$ cat config.mk
export PLATFORM = sky130hd
export DESIGN_NAME = smac_seq
export DESIGN_NICKNAME = d
export VERILOG_FILES = /design/src/rtl/smac_seq.sv
export SDC_FILE = /design/constraint.sdc
export NUM_CORES = 1
export LEC_CHECK = 0
export BUFFER_PORTS_ARGS = -buffer_cell sky130_fd_sc_hd__buf_2
export CAP_MARGIN = 30
export CORE_UTILIZATION = 30
export DETAILED_ROUTE_END_ITERATION = 10
export PLACE_DENSITY = 0.59
export SLEW_MARGIN = 15
export SYNTH_ARGS = -nofsm -noshare
export SYNTH_HDL_FRONTEND = slang
export SYNTH_SLANG_ARGS = --single-unit
$ cat constraint.sdc
create_clock -name clk -period 7.58 [get_ports clk]
set_input_delay 0.379 -clock clk [delete_from_list [all_inputs] [get_ports clk]]
set_output_delay 0.379 -clock clk [all_outputs]
set_load 0.005 [all_outputs]
$ cat src/rtl/smac_seq.sv
// rtl/smac_seq.sv - bit-serial MAC sequencer: walks weight bits MSB-first and, for each,
// all activation bits MSB-first, emitting bit-planes and datapath strobes.
module smac_seq #(
  parameter int M  = 16,
  parameter int Pa = 8,
  parameter int Pw = 4
) (
  input  logic          clk,
  input  logic          rst,
  input  logic          in_valid,
  output logic          in_ready,
  input  logic [M*Pa-1:0] act_in,
  input  logic [M*Pw-1:0] wei_in,
  output logic [M-1:0]  act_plane,
  output logic [M-1:0]  wei_plane,
  output logic          we_w,
  output logic          we_br,
  output logic          we_ac1,
  output logic          cl_en_ac1,
  output logic          we_neg,
  output logic          we_ac2,
  output logic          cl_en_ac2,
  output logic          MSB_a,
  output logic          MSB_w,
  output logic          res_valid,
  output logic          busy
);

  localparam int KW = (Pa > 1) ? $clog2(Pa) : 1;
  localparam int JW = (Pw > 1) ? $clog2(Pw) : 1;

  typedef enum logic [2:0] {IDLE, LOAD_W, RUN_A, DRAIN, NEG, ACC2, DONE} state_t;

  state_t          state_q, state_d;
  logic [JW-1:0]   j_q, j_d;
  logic [KW-1:0]   k_q, k_d;
  logic [M*Pa-1:0] act_q;
  logic [M*Pw-1:0] wei_q;
  logic [M-1:0]    act_bits, wei_bits;

  always_ff @(posedge clk or posedge rst) begin
    if (rst) begin
      state_q <= IDLE;
      j_q     <= '0;
      k_q     <= '0;
      act_q   <= '0;
      wei_q   <= '0;
    end else begin
      state_q <= state_d;
      j_q     <= j_d;
      k_q     <= k_d;
      if (in_valid && in_ready) begin
        act_q <= act_in;
        wei_q <= wei_in;
      end
    end
  end

  always_comb begin
    state_d = state_q;
    j_d     = j_q;
    k_d     = k_q;
    unique case (state_q)
      IDLE: if (in_valid) begin
        state_d = LOAD_W;
        j_d     = JW'(Pw - 1);
      end
      LOAD_W: begin
        state_d = RUN_A;
        k_d     = KW'(Pa - 1);
      end
      RUN_A: begin
        if (k_q == '0) state_d = DRAIN;
        else           k_d     = k_q - 1'b1;
      end
      DRAIN: state_d = NEG;
      NEG:   state_d = ACC2;
      ACC2: begin
        if (j_q != '0) begin
          state_d = LOAD_W;
          j_d     = j_q - 1'b1;
        end else begin
          state_d = DONE;
        end
      end
      DONE: begin
        state_d = IDLE;
        j_d     = '0;
        k_d     = '0;
      end
      default: state_d = IDLE;
    endcase
  end

  // Per-lane bit selection from the captured vectors at the current k / j.
  for (genvar gi = 0; gi < M; gi++) begin : g_lane
    logic [Pa-1:0] act_el;
    logic [Pw-1:0] wei_el;
    assign act_el       = act_q[gi*Pa +: Pa];
    assign wei_el       = wei_q[gi*Pw +: Pw];
    assign act_bits[gi] = act_el[k_q];
    assign wei_bits[gi] = wei_el[j_q];
  end

  assign in_ready = (state_q == IDLE);
  assign busy     = (state_q != IDLE);

  always_comb begin
    act_plane = '0;
    wei_plane = '0;
    we_w      = 1'b0;
    we_br     = 1'b0;
    we_ac1    = 1'b0;
    cl_en_ac1 = 1'b0;
    we_neg    = 1'b0;
    we_ac2    = 1'b0;
    cl_en_ac2 = 1'b0;
    MSB_a     = 1'b0;
    MSB_w     = 1'b0;
    res_valid = 1'b0;
    unique case (state_q)
      LOAD_W: begin
        wei_plane = wei_bits;
        we_w      = 1'b1;
        MSB_w     = (j_q == JW'(Pw - 1));
      end
      RUN_A: begin
        act_plane = act_bits;
        we_br     = 1'b1;
        MSB_a     = (k_q == KW'(Pa - 1));
        // Accumulator write trails the bit-plane read by one cycle.
        we_ac1    = (k_q != KW'(Pa - 1));
        cl_en_ac1 = (k_q == KW'(Pa - 2));
        MSB_w     = (j_q == JW'(Pw - 1));
      end
      DRAIN: begin
        we_ac1 = 1'b1;
        MSB_w  = (j_q == JW'(Pw - 1));
      end
      NEG: begin
        we_neg = 1'b1;
        MSB_w  = (j_q == JW'(Pw - 1));
      end
      ACC2: begin
        we_ac2    = 1'b1;
        cl_en_ac2 = (j_q == JW'(Pw - 1));
        MSB_w     = (j_q == JW'(Pw - 1));
      end
      DONE:    res_valid = 1'b1;
      default: ;
    endcase
  end

endmodule

==> flow_summary.toml <==
[die]
initial_utilization_pct = 30.5
ios = 239
die_h_um = 179
fp.coreArea_um2 = 30700
die_width_um = 179
rows = 64
die_area_um2 = 31900

[pwr]
swShare_pct = 31.7
power.share.sequential_pct = 41.9
ir_drop_uv = 149
p_int_w = 0.00313
p_clk_share_pct = 19.1
p_comb_share_pct = 39.0
p_total_w = 0.00458
p_leak_nw = 5.23
power_density_nw_per_um2 = 398
p_switching_w = 0.00145

[setup_path]
slowest_delay_ps = 660
cp.depth = 6
r2r_cells = 6
cp_num_buf_inv = 2
path_max_fanout = 21
crit_type = "reg -> out"
slowest_stage = "dfrtp_1"
endpoint_kind = "primary output"
arrival_ps = 3080
r2r_setup_slack_ps = 4520
r2r-start = "state_q[2]"
start_kind = "register"
r2r_end = "act_q[28]"
crit_chain = "nand2b_1 -> nor2_2 -> buf_4 -> nand2_1 -> o21ai_0 -> buf_2"
crit_required_ps = 7200
cp_top_family = "simple AND/OR/NAND/NOR gates"

[route]
vias = 5958
routed_wl_mm = 22.0
drt-pass1-iter-count = 4
drtIter0Drc = 236
routedWlPerCell_um = 17.4
detail-route-antenna-nets = 0
routed_via_density = 4.72
remaining_drc_errors = 0

[timing]
finalSetupViolCount = 0
fin_ws_ps = 4120
skew_ps = 11.8
period_minus_slack_ps = 3460
final_hold_viol_count = 0
slew-limit-headroom_pct = 39.0
fin_crit_sh_pct = 45.7
maxSlewViolCount = 0
clock.fmax_ghz = 0.289
rsz0062_at_grt = "no"
setup_tns_ps = 0
worst_pin_slew_ps = 913

[grt]
grt_max_degree = 130
grt_pass1_vias = 6185
track_usage_pct = 14.4
grt_overflow_total = 0
grt_pass1_wl_mm = 34.6
antenna_found_initial = 3

[hold_path]
holdPathStages = 2
hold_path_end = "act_q[47]"
hp-start = "act_in[47]"
hold_path.class = "in -> reg"

[logic_synthesis]
yosysTopAreaCellShare_pct = 53.4
synth_edf_count = 0
synth.yosys.seq_area_share_pct = 53.4
synth.area.top_cells = "dfrtp_1 53%, mux2_1 14%, mux4_2 12%"
ys_seq_elements = 200
synth_top_cell_by_area = "dfrtp_1"
syn-mean-instance-area_um2 = 15.2
async_reset_ff_share_pct = 100
synth_nets = 818
syn_inst = 617
ys_warn_count = 0
yosysUniqueCellTypes = 32
yosys_most_used_dff = "dfrtp_1"
syn_area_um2 = 9370

[placement]
gp_congestion = 0.748
placed_area_um2 = 10800
place_ws_ps = 4300
dpl.hpwl_mm = 15.0
io_buffer_count = 238

[run_status]
status = "completed"

[finish]
final_common_cell = "buf_2"
register_area_um2 = 5010
layout-area-overhead-vs-synth_pct = 22.8
fillers = 3003
final_cell_mix = "238 x buf_2, 198 x dfrtp_1, 119 x mux2_1"
multiInputGateArea_um2 = 3890
drive_gt1_share_pct = 48.1
final_nets = 1047
finish.utilization_pct = 37.5
design_area_um2 = 11500

[clocking]
clk_root_buffer_cell = "clkbuf_16"
clock_sinks = 200
cts_setup_buffers = 0
htree_levels = 4
postCtsHoldBufs = 0
clk_pin_slew_worst_paths_ps = 80
clock_latency_ps = 440
cts_tree = "yes"
cts_resized = 0
cts_made_buffers = 17
clockBufferDepth = 2

[flow_run]
cap_viol_max_count = 0
-- worst max path at each step --
stage	from	end	slack, ps
floorplan	rst	act_q[0]	1750
global placement	state_q[2]	act_q[7]	4340
detailed placement	state_q[2]	act_q[28]	4300
CTS	state_q[1]	act_plane[5]	3930
global route	state_q[1]	act_plane[5]	3760
finish	state_q[1]	act_plane[5]	4120
-- metrics by stage --
step           std cells  hold slack (ps)
2_1_floorplan        617              452
6_report            1261              142
5_1_grt             1258              109
3_5_place_dp        1217              469
3_3_place_gp        1215              463
4_1_cts             1249              111
-- cells in the mapped netlist, drive strengths merged, types with 2 or more instances --
cell and instances:
a22o 3, inv 26, o221ai 3, a21oi 2, nand2b 3, ha 6, mux2 192, dfrtp 200
buf 31, nor2b 2, o21ai 23, clkbuf 14, and3 18, nor2 8, nor3 6, nand3b 2
nand2 7, nand3 16, mux4 48
-- area by class of cell --
type | count | area share [%]
flip-flops and latches | 200 | 43.5
clock buffers | 20 | 3.97
inverters | 26 | 0.914
well taps | 396 | 4.31
clock inverters | 12 | 0.816
repair buffers | 255 | 12.5
diodes | 6 | 0.131
multi-input cells | 346 | 33.9
-- logic make-up after synthesis --
logic type / Yosys count / synth area share [%]
AOI/OAI and AO/OA: 36 / 2.36
and+or+nand+nor: 64 / 3.70
DFF: 200 / 53.4
adders and majority gates: 6 / 0.801
buffers and inverters: 71 / 5.10
muxes: 240 / 34.6
-- state kept, by name, indices dropped and copies added (netlist names) --
register / flops
j_q: 2
act_q: 128
wei_q: 64
k_q: 3
state_q: 3
-- per-layer routing --
metal	global-route usage (%)	routed length, um	up-vias
met4	5.05	345	0
met3	4.50	1160	16
met1	18.3	9660	3073
met5	0	0	-
met2	23.0	10800	138
li1	-	-	2731
-- power by group through the flow --
stage | clock network, W | logic [W] | registers [W]
6_report | 0.000873 | 0.00179 | 0.00192
5_1_grt | 0.000952 | 0.00198 | 0.00200
4_1_cts | 0.000904 | 0.00178 | 0.00194
3_5_place_dp | 0 | 0.00178 | 0.00196
3_3_place_gp | 0 | 0.00171 | 0.00197
2_1_floorplan | 0 | 0.00150 | 0.00180
-- worst register-to-register path: stages (launching register included) --
cell and delay, ps:
dfrtp_1 560, nor2b_2 230, nor3b_4 550, buf_4 470, buf_4 370, buf_16 300
mux2_2 440
(Power assumes the default switching activity.)
